--- src/rtl/cdl_ctrl_pkg.sv ---
// Shared types and default parameters for the coarse delay-line controller.
package cdl_ctrl_pkg;

    typedef enum logic [1:0] {
        ST_IDLE,
        ST_FILTER,
        ST_SETTLE,
        ST_LOCKED
    } state_e;

    typedef enum logic {
        DIR_UP = 1'b0,
        DIR_DN = 1'b1
    } dir_e;

    localparam int DEF_N_CELLS    = 16;
    localparam int DEF_FILT_LEN   = 4;
    localparam int DEF_SETTLE_CYC = 3;
    localparam int DEF_LOCK_REV   = 3;
    localparam int DEF_INIT_CODE  = 0;

endpackage

--- src/rtl/cdl_ctrl_therm_enc.sv ---
// Combinational binary-to-thermometer encoder: t[i]=1 iff i<code, tb=~t.
module therm_enc #(
    parameter int N_CELLS = 16,
    parameter int CW      = $clog2(N_CELLS + 1)
) (
    input  logic [CW-1:0]      code,
    output logic [N_CELLS-1:0] t,
    output logic [N_CELLS-1:0] tb
);

    always_comb begin
        t = '0;
        for (int i = 0; i < N_CELLS; i++) begin
            t[i] = (i < int'(code));
        end
    end

    assign tb = ~t;

endmodule

--- src/rtl/cdl_ctrl.sv ---
// Coarse delay-line controller: filters phase-detector votes into +/-1 code
// steps, waits for the line to settle, and declares lock on repeated reversals.
module cdl_ctrl
    import cdl_ctrl_pkg::*;
#(
    parameter int N_CELLS    = DEF_N_CELLS,
    parameter int FILT_LEN   = DEF_FILT_LEN,
    parameter int SETTLE_CYC = DEF_SETTLE_CYC,
    parameter int LOCK_REV   = DEF_LOCK_REV,
    parameter int INIT_CODE  = DEF_INIT_CODE,
    localparam int CW        = $clog2(N_CELLS + 1)
) (
    input  logic               clk_ref,
    input  logic               rst_n,
    input  logic               en,
    input  logic               up,
    input  logic               dn,
    output logic [N_CELLS-1:0] T,
    output logic [N_CELLS-1:0] Tb,
    output logic [CW-1:0]      code,
    output logic               locked,
    output logic               sat_hi,
    output logic               sat_lo
);

    localparam int VW = $clog2(2 * FILT_LEN + 1);
    localparam int SW = (SETTLE_CYC > 1) ? $clog2(SETTLE_CYC) : 1;
    localparam int RW = $clog2(LOCK_REV + 1);
    localparam logic [N_CELLS-1:0] T_INIT = ~({N_CELLS{1'b1}} << INIT_CODE);

    state_e            state_q, state_d;
    logic [CW-1:0]     code_q, code_d;
    logic [VW-1:0]     vote_cnt_q, vote_cnt_d;
    dir_e              vote_dir_q, vote_dir_d;
    dir_e              last_dir_q, last_dir_d;
    logic              have_last_q, have_last_d;
    logic [RW-1:0]     rev_cnt_q, rev_cnt_d;
    logic [SW-1:0]     settle_cnt_q, settle_cnt_d;
    logic              locked_q, locked_d;
    logic              sat_hi_q, sat_hi_d;
    logic              sat_lo_q, sat_lo_d;
    logic [N_CELLS-1:0] t_q, tb_q, t_enc, tb_enc;

    logic          vote_vld;
    dir_e          vote_is;
    logic [VW-1:0] cnt_nxt;
    dir_e          dir_nxt;
    logic [VW-1:0] thresh;
    logic          blocked;

    always_comb begin
        vote_vld = up ^ dn;
        vote_is  = dn ? DIR_DN : DIR_UP;
        dir_nxt  = vote_dir_q;
        if (!vote_vld) begin
            cnt_nxt = '0;
        end else if (vote_cnt_q != '0 && vote_dir_q == vote_is) begin
            cnt_nxt = vote_cnt_q + 1'b1;
        end else begin
            cnt_nxt = VW'(1);
            dir_nxt = vote_is;
        end
        thresh  = (state_q == ST_LOCKED) ? VW'(2 * FILT_LEN) : VW'(FILT_LEN);
        blocked = (vote_is == DIR_UP) ? (code_q == CW'(N_CELLS)) : (code_q == '0);
    end

    always_comb begin
        state_d      = state_q;
        code_d       = code_q;
        vote_cnt_d   = vote_cnt_q;
        vote_dir_d   = vote_dir_q;
        last_dir_d   = last_dir_q;
        have_last_d  = have_last_q;
        rev_cnt_d    = rev_cnt_q;
        settle_cnt_d = settle_cnt_q;
        sat_hi_d     = sat_hi_q;
        sat_lo_d     = sat_lo_q;

        if (!en) begin
            state_d      = ST_IDLE;
            vote_cnt_d   = '0;
            rev_cnt_d    = '0;
            settle_cnt_d = '0;
            have_last_d  = 1'b0;
        end else begin
            case (state_q)
                ST_IDLE: begin
                    state_d      = ST_FILTER;
                    vote_cnt_d   = '0;
                    rev_cnt_d    = '0;
                    settle_cnt_d = '0;
                    have_last_d  = 1'b0;
                    sat_hi_d     = 1'b0;
                    sat_lo_d     = 1'b0;
                end
                ST_FILTER, ST_LOCKED: begin
                    vote_cnt_d = cnt_nxt;
                    vote_dir_d = dir_nxt;
                    if (cnt_nxt == thresh) begin
                        vote_cnt_d = '0;
                        if (state_q == ST_LOCKED) rev_cnt_d = '0;
                        if (blocked) begin
                            // A blocked step is not a step: no settle, no reversal update.
                            if (vote_is == DIR_UP) sat_hi_d = 1'b1;
                            else                   sat_lo_d = 1'b1;
                            state_d = ST_FILTER;
                        end else begin
                            code_d       = (vote_is == DIR_UP) ? code_q + 1'b1 : code_q - 1'b1;
                            state_d      = ST_SETTLE;
                            settle_cnt_d = '0;
                            if (state_q == ST_FILTER && have_last_q) begin
                                if (last_dir_q != vote_is) begin
                                    if (rev_cnt_q != RW'(LOCK_REV)) rev_cnt_d = rev_cnt_q + 1'b1;
                                end else begin
                                    rev_cnt_d = '0;
                                end
                            end
                            have_last_d = 1'b1;
                            last_dir_d  = vote_is;
                        end
                    end
                end
                ST_SETTLE: begin
                    vote_cnt_d = '0;
                    if (settle_cnt_q == SW'(SETTLE_CYC - 1)) begin
                        settle_cnt_d = '0;
                        state_d      = (rev_cnt_q >= RW'(LOCK_REV)) ? ST_LOCKED : ST_FILTER;
                    end else begin
                        settle_cnt_d = settle_cnt_q + 1'b1;
                    end
                end
                default: state_d = ST_IDLE;
            endcase
        end
        locked_d = (state_d == ST_LOCKED);
    end

    therm_enc #(.N_CELLS(N_CELLS), .CW(CW)) u_therm (
        .code (code_d),
        .t    (t_enc),
        .tb   (tb_enc)
    );

    always_ff @(posedge clk_ref or negedge rst_n) begin
        if (!rst_n) begin
            state_q      <= ST_IDLE;
            code_q       <= CW'(INIT_CODE);
            vote_cnt_q   <= '0;
            vote_dir_q   <= DIR_UP;
            last_dir_q   <= DIR_UP;
            have_last_q  <= 1'b0;
            rev_cnt_q    <= '0;
            settle_cnt_q <= '0;
            locked_q     <= 1'b0;
            sat_hi_q     <= 1'b0;
            sat_lo_q     <= 1'b0;
            t_q          <= T_INIT;
            tb_q         <= ~T_INIT;
        end else begin
            state_q      <= state_d;
            code_q       <= code_d;
            vote_cnt_q   <= vote_cnt_d;
            vote_dir_q   <= vote_dir_d;
            last_dir_q   <= last_dir_d;
            have_last_q  <= have_last_d;
            rev_cnt_q    <= rev_cnt_d;
            settle_cnt_q <= settle_cnt_d;
            locked_q     <= locked_d;
            sat_hi_q     <= sat_hi_d;
            sat_lo_q     <= sat_lo_d;
            t_q          <= t_enc;
            tb_q         <= tb_enc;
        end
    end

    assign T      = t_q;
    assign Tb     = tb_q;
    assign code   = code_q;
    assign locked = locked_q;
    assign sat_hi = sat_hi_q;
    assign sat_lo = sat_lo_q;

endmodule

--- config.mk ---
export PLATFORM = sky130hd
export DESIGN_NAME = cdl_ctrl
export DESIGN_NICKNAME = d
export VERILOG_FILES = /design/src/rtl/cdl_ctrl_pkg.sv /design/src/rtl/cdl_ctrl_therm_enc.sv /design/src/rtl/cdl_ctrl.sv
export SDC_FILE = /design/constraint.sdc
export NUM_CORES = 1
export LEC_CHECK = 0
export ABC_AREA = 1
export CAP_MARGIN = 15
export CORE_MARGIN = 4
export CORE_UTILIZATION = 31
export DETAILED_ROUTE_END_ITERATION = 16
export GPL_TIMING_DRIVEN = 0
export PLACE_DENSITY_LB_ADDON = 0.08
export SLEW_MARGIN = 20
export SYNTH_ARGS = -nofsm -noshare
export SYNTH_HDL_FRONTEND = slang
export SYNTH_HIERARCHICAL = 1
export SYNTH_SLANG_ARGS = --single-unit
--- constraint.sdc ---
create_clock -name clk_ref -period 2.7 [get_ports clk_ref]
set_input_delay 0.54 -clock clk_ref [delete_from_list [all_inputs] [get_ports clk_ref]]
set_output_delay 0.54 -clock clk_ref [all_outputs]
set_load 0.01 [all_outputs]
== Word-level counts from Yosys, hierarchy flattened ==
Index checks and enable logic that the tools add are counted.

* $add $sub $neg: 5
* Multiply operators: 0
* Div/mod/pow operators: 0
* Magnitude comparators: 17
* Equal/unequal tests: 17
* Shifts and indexed selects: 0
* Muxes and demuxes: 44
* Bitwise gates (word level): 4
* Reductions and logical operators: 15

{| class="wikitable"
|+ Operators by type and width
! operator !! number
|-
| 4-bit by 5-bit < comparator with 1-bit output, first input constant || 8
|-
| 2-bit two-way mux || 16
|-
| 5-bit two-way mux || 5
|-
| 3-bit by 5-bit < comparator with 1-bit output, first input constant || 4
|-
| 4-bit two-way mux || 5
|-
| 16-bit NOT || 1
|-
| 2-bit case mux with 3 select lines || 2
|-
| 1-bit two-way mux || 11
|-
| 1-bit by 5-bit < comparator with 1-bit output, first input constant || 2
|-
| 2-bit by 5-bit < comparator with 1-bit output, first input constant || 2
|-
| 2-bit != test, second input constant || 5
|-
| 5-bit AND reduction || 2
|-
| 2-bit equality test, second input constant || 4
|-
| 4-bit case mux with 2 select lines || 1
|-
| 4-bit AND reduction || 2
|-
| 3-bit != test, second input constant || 2
|-
| 1-bit case mux with 2 select lines || 3
|-
| 5-bit by 1-bit adder with 5-bit output, second input constant || 1
|-
| 5-bit equality test, second input constant || 1
|-
| 5-bit logical NOT || 1
|-
| 5-bit by 1-bit subtractor with 5-bit output, second input constant || 1
|-
| 2-bit by 1-bit adder with 2-bit output, second input constant || 2
|-
| 4-bit by 1-bit adder with 4-bit output, second input constant || 1
|-
| 4-bit equality test || 1
|-
| 15 further kinds || 19
|}

* Bits in registers: 53
* Latch bits: 0
* RAM bits: 0
* ROM bits: 0
* Input bits: 5
* Output and inout bits: 40
* Memories: 0

== Depth between registers and ports, before layout ==
Gate-level depths: netlist (run 1).

* Depth after elaboration: 11
* Gate-level depth with buffers: 18
* Mapped depth without buffers: 18

== By module ==
The synthesis (run 1) kept the hierarchy.

{| class="wikitable"
|+ Modules (own cells, without submodules)
! module !! times used !! cells each !! area each (µm²) !! seq. area each (µm²)
|-
| cdl_ctrl || 1 || 219 || 2265.9 || 1346.3
|-
| therm_enc || 1 || 48 || 203.9 || 0.0
|}

== Worst setup path after synthesis (run 1) ==
OpenSTA, ideal clock, no wires.

* Kind: in2reg
* Start: input dn
* End: register tb_q[12], in the netlist Tb[12]
* Library setup time: 81 ps
* Data arrival time: 2193 ps
* Path slack: 426 ps
* Stages: 15
* Cell sequence: buf_6 inv_8 nand2_2 nand2_2 nand2_1 nor2_1 nand2_1 nand2_2 nand3_4 nor2_4 nand2_4 o22ai_1 nand2_1 o21ai_0 inv_1

* Word-level cells in the longest chain between the ends: 11
* Elaborated cells on any way between the ends: 15

{| class="wikitable"
|+ RTL lines
! element !! line !! source
|-
| start: declaration || cdl_ctrl.sv:17 || <nowiki>input logic dn,</nowiki>
|-
| 1-bit two-way mux || cdl_ctrl.sv:53 || <nowiki>vote_is = dn ? DIR_DN : DIR_UP;</nowiki>
|-
| 1-bit equality test || cdl_ctrl.sv:57 || <nowiki>end else if (vote_cnt_q != '0 && vote_dir_q == vote_is) begin</nowiki>
|-
| 1-bit logical AND || cdl_ctrl.sv:57 ||
|-
| 4-bit two-way mux || cdl_ctrl.sv:57 ||
|-
| 4-bit two-way mux || cdl_ctrl.sv:55 || <nowiki>if (!vote_vld) begin</nowiki>
|-
| 4-bit equality test || cdl_ctrl.sv:99 || <nowiki>if (cnt_nxt == thresh) begin</nowiki>
|-
| 5-bit two-way mux * || cdl_ctrl.sv:99 ||
|-
| 5-bit two-way mux * || cdl_ctrl.sv:86 || <nowiki>case (state_q)</nowiki>
|-
| 5-bit two-way mux * || cdl_ctrl.sv:79 || <nowiki>if (!en) begin</nowiki>
|-
| via code_d[3] || cdl_ctrl.sv:32 || <nowiki>logic [CW-1:0] code_q, code_d;</nowiki>
|-
| 4-bit by 5-bit < comparator with 1-bit output * || cdl_ctrl_therm_enc.sv:14 || <nowiki>t[i] = (i < int'(code));</nowiki>
|-
| via t_enc[12] || cdl_ctrl.sv:42 || <nowiki>logic [N_CELLS-1:0] t_q, tb_q, t_enc, tb_enc;</nowiki>
|-
| 16-bit NOT * || cdl_ctrl_therm_enc.sv:18 || <nowiki>assign tb = ~t;</nowiki>
|-
| via tb_enc[12] || cdl_ctrl.sv:42 ||
|-
| end signal: assignment || cdl_ctrl.sv:158 || <nowiki>tb_q <= ~T_INIT;</nowiki>
|-
| end signal: assignment || cdl_ctrl.sv:172 || <nowiki>tb_q <= tb_enc;</nowiki>
|-
| end: declaration || cdl_ctrl.sv:42 ||
|}

The timed path passes the listed nets; every way through them passes the cells marked *.
A chain may end at the register's enable or synchronous reset.

== Worst setup path after layout (run 1) ==
* Start: input up
* End: register tb_q[13], in the netlist Tb[13]

* Word-level cells in the longest chain between the ends: 8

{| class="wikitable"
|+ RTL lines
! element !! line !! source
|-
| start: declaration || cdl_ctrl.sv:16 || <nowiki>input logic up,</nowiki>
|-
| 1-bit bitwise XOR || cdl_ctrl.sv:52 || <nowiki>vote_vld = up ^ dn;</nowiki>
|-
| 4-bit two-way mux || cdl_ctrl.sv:55 ||
|-
| 4-bit equality test || cdl_ctrl.sv:99 ||
|-
| 5-bit two-way mux || cdl_ctrl.sv:99 ||
|-
| 5-bit two-way mux || cdl_ctrl.sv:86 ||
|-
| 5-bit two-way mux || cdl_ctrl.sv:79 ||
|-
| via code_d[4] || cdl_ctrl.sv:32 ||
|-
| 4-bit by 5-bit < comparator with 1-bit output || cdl_ctrl_therm_enc.sv:14 ||
|-
| via t_enc[13] || cdl_ctrl.sv:42 ||
|-
| 16-bit NOT || cdl_ctrl_therm_enc.sv:18 ||
|-
| via tb_enc[13] || cdl_ctrl.sv:42 ||
|}

The timed path passes the listed nets, and every way through them passes these cells.

==> flow_summary_export.csv, run 1 <==
group,metric,value,unit
sta,timing.final.setup_violations,0,
sta,layout_worst_path_cycle_share,91.3,%
synth,post_synth.cell_area_avg,9.25,um2
synth,async_reset_ff_share,100,%
grt,global_route.overflow_total,0,
critical_path,cpPeakStageDelay,0.48,ns
sta,final-hold-violation-count,0,
detailed_routing,route.vias.total,1820,
grt,grt_max_degree,54,
floorplan,design.core.area,7730,um2
detailed_routing,route.met3.wl,334,um
sta,clock_period_minus_worst_slack,2.46,ns
critical_path,worstSetupEndpointType,"flop",
min_path,worstHoldPathType,"in2async",
synth,yosys.cell_count.top_type,"sky130_fd_sc_hd__nand2_1",
synth,synth_sequential_area_ratio,54.5,%
critical_path,path_depth,16,
critical_path,crit_start,"up",
floorplan,io_pins,45,
finish,antenna_cells_inserted,0,
clocking,cts_num_sinks,53,
critical_path,cp.arrival,2.71,ns
pwr,total_leakage_power,1.51,nW
synth,netlist_area_pre_place,2470,um2
critical_path,r2r_start,"vote_cnt_q[0]",
sta,fin_worst_hold_slack,0.248,ns
critical_path,required_time_of_the_critical_path,2.95,ns
sta,worst_pin_slew,0.666,ns
detailed_routing,topRoutingLayerUsed,"met4",
critical_path,ff2ff_path_depth,16,
detailed_routing,drt_iter0_markers,66,
sta,max_clock_freq,406,MHz
critical_path,crit_type,"in2reg",
detailed_routing,routed_wirelength,5290,um
finish,layout.core_utilization,41.1,%
critical_path,critical_path.slowest_cell,"sky130_fd_sc_hd__clkdlybuf4s50_1",
synth,synth_top_area_cell,"sky130_fd_sc_hd__dfrtp_1",
critical_path,timing.critical_path.cells,"clkdlybuf4s50_1, inv_1, nand2_4, nand2_4, nor2_4, nand3_1, nand2_2, nand3_4, nor2_4, nand2_4, o21ai_2, inv_2, nand2_2, inv_1, nor2_1, inv_1",
synth,synth-edff-count,0,
finish,layout.cells.non_filler,420,
flow_run,max_cap_violations,0,
clocking,cts_setup_buffers,0,
clocking,clock_tree.root_cell,"sky130_fd_sc_hd__clkbuf_8",
critical_path,timing.critical_path.fanout_max,10,
detailed_routing,m1WireLength,2190,um
clocking,clock_insertion_delay_worst_skew,0.31,ns
floorplan,die-height,97.3,um
floorplan,design.die.area,9460,um2
synth,synth.ff_latch_count,53,
placed_design,placement.cell_area,3030,um2
grt,vias_in_the_first_global_route,1985,
clocking,cts_max_level,2,
finish,drive_above_1_share,20.1,%
outcome,status,"complete, no violations",
synth,synth_commonest_cells,"55 x sky130_fd_sc_hd__nand2_1, 43 x sky130_fd_sc_hd__inv_1, 37 x sky130_fd_sc_hd__dfrtp_1",
grt,grt_antenna_before_repair,0,
floorplan,floorplan.initialDensity,32.0,%
pwr,power_per_cell_area,484,nW/um2
synth,proportion_of_netlist_area_held_by_the_largest_area_contributor,37.5,%
pwr,vdd_drop_max,0.221,mV
clocking,cts-root-to-sink-buffers,2,
finish,postLayoutCellArea,3180,um2
synth,synth.yosys.warnings,6,
detailed_routing,postRouteAntennaNets,0,
sta,grt_setup_unrepaired,"yes",
clocking,cts_inserted_buffers,5,
critical_path,worstSetupStartpointType,"input port",
synth,yosys-top-cells-area,"sky130_fd_sc_hd__dfrtp_1 37%, sky130_fd_sc_hd__dfstp_2 17%, sky130_fd_sc_hd__nand2_1 8.4%",
clocking,postCtsHoldBufs,0,
synth,ys_dominant_reg_cell,"sky130_fd_sc_hd__dfrtp_1",
sta,drv_slew,0,
detailed_routing,remaining_drc_errors,0,
placed_design,place.port_buffers,43,
critical_path,worstPathBufferInverterCount,5,
floorplan,fp-row-count,32,
finish,num-nets-final,329,
grt,global_route.usage.total,12.3,%
detailed_routing,vias_per_cell,4.33,
finish,area_growth,28.7,%
detailed_routing,wl_met2,2690,um
grt,grt_pass1_wl,9370,um
sta,finalClockSkew,0.00422,ns
sta,worst_slew_margin_rel,55.6,%
synth,synth.net_count,279,
placed_design,dp_cells,412,
critical_path,worst_path_dominant_cell_family,"simple AND/OR/NAND/NOR gates",
detailed_routing,routed_wire_length_per_instance,12.6,um
placed_design,gp_congestion,0.752,
detailed_routing,detail_route.first_pass.iterations,4,
synth,post_synth_inst_count,267,
floorplan,die_w,97.3,um
synth,post_synth_num_cell_types,33,
placed_design,dp_hpwl,3910,um
clocking,clock_tree_from_tritoncts,"done",
clocking,clock_input_transition_at_the_sequential_cells_of_the_worst_setup_and_hold_paths,0.10,ns
[cells in the final DEF (no fill, tap or decap), drive strengths merged, types with 6 or more instances in the layout]
master,count
nand2,68
clkdlybuf4s50,41
inv,47
ha,6
clkbuf,7
nor2,31
dfrtp,37
o21ai,16
dfstp,16
a21oi,8
nand3,19
[final timing paths]
| kind | end | slack, ns |
|---|---|---|
| worst max-delay path | Tb[13] | 0.24 |
| worst min-delay path | rev_cnt_q[1] | 0.25 |
| worst max register to register | Tb[13] | 0.27 |
| worst min register to register | have_last_q | 0.49 |
| max in group asynchronous | T[13] | 2.00 |
| min in group clk_ref | have_last_q | 0.49 |
[kinds of logic (layout without fill, tap and decap cells)]
| group | after synthesis | after routing | share of synthesized area (%) |
|---|---|---|---|
| buf+inv | 50 | 101 | 8.41 |
| xor+xnor | 5 | 5 | 2.08 |
| simple gates | 125 | 125 | 25.0 |
| compound gates | 27 | 27 | 6.13 |
| flops | 53 | 53 | 54.5 |
| fa+ha+maj | 7 | 7 | 3.85 |
[state kept, by name (all words and copies together) (netlist names)]
signal	flops
code	5
T	16
sat_hi	1
rev_cnt_q	2
settle_cnt_q	2
last_dir_q	1
sat_lo	1
vote_dir_q	1
locked	1
vote_cnt_q	4
Tb	16
state_q	2
have_last_q	1
[through the flow]
stage | power [mW] | setup TNS (ns) | setup slack [ns]
after floorplan | 0.936 | 0 | 0.426
after global placement | 0.989 | -45.69 | -0.826
after detailed placement | 0.990 | -19.92 | -0.800
after CTS | 1.57 | 0 | 0.118
after global routing | 1.63 | -0.00581 | -0.00581
final | 1.54 | 0 | 0.235
[repair_timing]
action | in CTS | in global routing
resized for setup | 9 | 3
endpoints found under the setup margin | 30 | 14
cloned | 0 | 0
pin swaps | 0 | 1
[where the power goes]
part	leakage (nW)	switching [mW]	total, mW	internal (mW)
registers	0.576	0.0105	0.819	0.809
clock network	0.0603	0.280	0.565	0.285
logic	0.873	0.0994	0.154	0.0542
total	1.51	0.390	1.54	1.15
[metal layers]
| layer | vias up | global-route usage, % |
|---|---|---|
| li1 | 926 | - |
| met1 | 859 | 13.5 |
| met2 | 30 | 22.0 |
| met3 | 5 | 4.38 |
| met4 | 0 | 4.15 |
| met5 | - | 0 |
[area by class of cell]
class	count	area, um2
Timing Repair Buffer	43	423
Sequential cell	53	1350
Clock inverter	3	50.0
Fill cell	784	4550
Inverter	46	180
Tap cell	102	128
Multi-Input combinational cell	164	955
Buffer	4	27.5
Clock buffer	5	68.8
(Power assumes the default switching activity.)
==> inputs of run 2 (changes only) <==
--- a/config.mk
+++ b/config.mk
@@ -9,6 +9,7 @@
 export CAP_MARGIN = 15
 export CORE_MARGIN = 4
 export CORE_UTILIZATION = 31
+export CTS_CLUSTER_DIAMETER = 60
 export DETAILED_ROUTE_END_ITERATION = 16
 export GPL_TIMING_DRIVEN = 0
 export PLACE_DENSITY_LB_ADDON = 0.08
==> results of run 2 <==
The final DEF is identical to that of run 1; final timing and power are the same.
==> inputs of run 3 (changes only) <==
--- a/config.mk
+++ b/config.mk
@@ -16,5 +16,4 @@
 export SLEW_MARGIN = 20
 export SYNTH_ARGS = -nofsm -noshare
 export SYNTH_HDL_FRONTEND = slang
-export SYNTH_HIERARCHICAL = 1
 export SYNTH_SLANG_ARGS = --single-unit
==> run 3 against run 2 <==
Clock power down 20%; via count unchanged; die area shrank 0.28%; global-route usage decreased by 0.52 points; cell count fell by 2.4%; critical endpoint is now T[0]; highest routed layer unchanged.
==> flow_summary_export.csv, run 3 <==
group,metric,value,unit
sta,layout_worst_path_cycle_share,83.2,%
synth,synth.yosys.warnings,0,
pwr,seqPwrFrac,59.0,%
synth,ys_dominant_reg_cell,"sky130_fd_sc_hd__dfrtp_1",
pwr,p_comb_share,7.7,%
clocking,cts_setup_buffers,0,
synth,synth_simple_gate_area_share,26.5,%
finish,area_growth,26.4,%
sta,finalClockSkew,0.0101,ns
synth,synth_commonest_cells,"56 x sky130_fd_sc_hd__nand2_1, 36 x sky130_fd_sc_hd__dfrtp_1, 25 x sky130_fd_sc_hd__nor2_1",
synth,synth_sequential_area_ratio,53.7,%
floorplan,design.die.area,9430,um2
sta,grt_setup_unrepaired,"no",
critical_path,cpPeakStageDelay,0.52,ns
synth,proportion_of_netlist_area_held_by_the_largest_area_contributor,36.6,%
sta,max_clock_freq,445,MHz
detailed_routing,routed_wire_length_per_instance,12.9,um
critical_path,timing.critical_path.cells,"clkdlybuf4s50_1, inv_2, nand2_1, nand2_2, nor2_2, nand3_1, nand2_2, nand4_2, nand2_1, nand2_4, nor2_8, nand2_4, inv_2, nand2_1",
detailed_routing,routed_wirelength,5290,um
grt,grt_max_degree,53,
clocking,cts_max_level,2,
finish,fillerInstances,787,
detailed_routing,drt_iter0_markers,36,
finish,final_common_cell,"sky130_fd_sc_hd__nand2_1",
finish,antenna_cells_inserted,0,
pwr,fraction_of_power_consumed_by_the_clock_network,33.4,%
floorplan,die-height,97.1,um
pwr,power_per_cell_area,435,nW/um2
floorplan,fp-row-count,32,
synth,synth_xor_xnor_area_share,1.78,%
grt,global_route.usage.total,11.8,%
detailed_routing,postRouteAntennaNets,0,
critical_path,required_time_of_the_critical_path,2.90,ns
synth,async_reset_ff_share,100,%
floorplan,die_w,97.1,um
placed_design,dp_hpwl,3970,um
finish,largest_reg_flops,16,
finish,drive_above_1_share,24.0,%
sta,timing.setup.tns,0,ns
floorplan,floorplan.initialDensity,31.9,%
synth,synthMuxAreaShare,0.407,%
clocking,cts_num_sinks,52,
critical_path,timing.critical_path.fanout_max,8,
grt,global_route.overflow_total,0,
pwr,switchingPower,341,uW
clocking,clock_tree.root_cell,"sky130_fd_sc_hd__clkbuf_8",
floorplan,design.core.area,7730,um2
outcome,status,"complete, no violations",
detailed_routing,route.vias.total,1820,
synth,post_synth.cell_area_avg,9.58,um2
clocking,postCtsHoldBufs,0,
grt,vias_in_the_first_global_route,1897,
critical_path,cp.arrival,2.45,ns
clocking,clock_input_transition_at_the_sequential_cells_of_the_worst_setup_and_hold_paths,0.10,ns
critical_path,worst_path_dominant_cell_family,"simple AND/OR/NAND/NOR gates",
placed_design,place.port_buffers,43,
synth,post_synth_inst_count,257,
synth,synth-edff-count,0,
critical_path,worstSetupEndpointType,"flop",
flow_run,max_cap_violations,0,
sta,final-hold-violation-count,0,
finish,final_cell_mix,"56 x sky130_fd_sc_hd__nand2_1, 41 x sky130_fd_sc_hd__clkdlybuf4s50_1, 36 x sky130_fd_sc_hd__dfrtp_1, 24 x sky130_fd_sc_hd__nor2_1, 21 x sky130_fd_sc_hd__inv_1",
pwr,intPower,1.01,mW
synth,synth_compound_area_share,7.01,%
finish,layout.cells.non_filler,410,
floorplan,io_pins,45,
pwr,total_leakage_power,1.50,nW
grt,grt_antenna_before_repair,0,
critical_path,worstSetupStartpointType,"input port",
synth,yosys-top-cells-area,"sky130_fd_sc_hd__dfrtp_1 37%, sky130_fd_sc_hd__dfstp_2 17%, sky130_fd_sc_hd__nand2_1 8.5%",
synth,synth.net_count,269,
critical_path,worstPathBufferInverterCount,3,
synth,yosys.cell_count.top_type,"sky130_fd_sc_hd__nand2_1",
placed_design,gp_congestion,0.795,
clocking,cts-root-to-sink-buffers,2,
placed_design,dp_cells,402,
clocking,cts_inserted_buffers,5,
finish,num-nets-final,319,
min_path,worstHoldPathType,"in2async",
pwr,vdd_drop_max,0.225,mV
sta,drv_slew,0,
synth,netlist_area_pre_place,2460,um2
clocking,clock_insertion_delay_worst_skew,0.31,ns
finish,layout.core_utilization,40.3,%
synth,combinational_family_with_the_most_area_after_synthesis,"simple AND/OR/NAND/NOR gates",
grt,grt_pass1_wl,9060,um
critical_path,critical_path.slowest_cell,"sky130_fd_sc_hd__clkdlybuf4s50_1",
critical_path,r2r_start,"vote_cnt_q[0]",
sta,worst_pin_slew,0.663,ns
detailed_routing,vias_per_cell,4.44,
clocking,clock_tree_from_tritoncts,"done",
synth,synth_top_area_cell,"sky130_fd_sc_hd__dfrtp_1",
finish,area.sequential,1320,um2
synth,synthAdderAreaFrac,3.86,%
sta,clock_period_minus_worst_slack,2.25,ns
pwr,switching_share,25.2,%
critical_path,crit_type,"in2reg",
critical_path,crit_start,"up",
synth,post_synth_num_cell_types,36,
synth,synth.ff_latch_count,52,
sta,timing.final.setup_violations,0,
detailed_routing,detail_route.first_pass.iterations,4,
sta,worst_slew_margin_rel,55.8,%
detailed_routing,remaining_drc_errors,0,
critical_path,critical-path-top-cell-by-count,"sky130_fd_sc_hd__nand2_1",
finish,area_of_combinational_cells_with_multiple_inputs,977,um2
-- run 3: metal layers --
metal  track usage (%)  part of all wire [%]
met1              13.9                    44
met2              20.4                    49
met3              3.73                   5.5
met4              3.56                   1.4
met5                 0                     0
-- run 3: cell type report --
type	count	share of cell area [%]
clock buffers	6	2.33
plain buffers	3	0.764
repair buffers	43	13.8
multi-input cells	166	31.4
inverters	36	4.58
clock inverters	2	0.523
well taps	102	4.10
flip-flops and latches	52	42.5
-- run 3: power by group through the flow --
stage | clock network [mW] | registers, mW | logic [mW]
floorplan | 0 | 0.813 | 0.0590
global placement | 0 | 0.812 | 0.107
detailed placement | 0 | 0.812 | 0.106
CTS | 0.477 | 0.798 | 0.106
global route | 0.501 | 0.799 | 0.119
finish | 0.451 | 0.798 | 0.104
-- run 3: kinds of logic (layout without fill, tap and decap cells) --
logic type | after synthesis | after routing
compound gates | 28 | 28
xor+xnor | 5 | 5
fa+ha+maj | 7 | 7
buf+inv | 39 | 90
flops | 52 | 52
mux | 1 | 1
simple gates | 125 | 125
-- run 3: final timing paths --
check                           endpoint  slack, ns  cells past startpoint
max in group asynchronous        code[3]       1.99                      1
hold / removal             vote_cnt_q[0]       0.24                      1
setup reg to reg                    T[0]       0.49                     14
setup / recovery                    T[0]       0.45                     14
min in group clk_ref              sat_hi       0.50                      2
hold reg to reg                   sat_hi       0.50                      2
-- run 3: worst register-to-register path: stages (launching register included) --
cell and delay (ns):
sky130_fd_sc_hd__dfrtp_1 0.45, sky130_fd_sc_hd__inv_1 0.07, sky130_fd_sc_hd__ha_1 0.21, sky130_fd_sc_hd__nand3_1 0.16, sky130_fd_sc_hd__nand2_1 0.07, sky130_fd_sc_hd__nor2_1 0.09, sky130_fd_sc_hd__nand2_1 0.09, sky130_fd_sc_hd__nand2_2 0.13
sky130_fd_sc_hd__nand4_2 0.17, sky130_fd_sc_hd__nand2_1 0.15, sky130_fd_sc_hd__nand2_4 0.13, sky130_fd_sc_hd__nor2_8 0.19, sky130_fd_sc_hd__nand2_4 0.09, sky130_fd_sc_hd__inv_2 0.07, sky130_fd_sc_hd__nand2_1 0.04
-- run 3: stage by stage --
step           hold slack [ns]  power, mW  setup slack [ns]  cell area [um2]
2_1_floorplan            0.244      0.872             0.745             2460
3_3_place_gp             0.478      0.919            -0.575             3020
3_5_place_dp             0.481      0.918            -0.181             3020
4_1_cts                  0.276       1.38             0.164             3110
5_1_grt                  0.308       1.42             0.235             3110
6_report                 0.239       1.35             0.453             3110
-- run 3: repair_timing --
action	CTS	global route
gates resized for setup	0	2
endpoints found under the hold margin	0	0
endpoints found under the setup margin	0	14
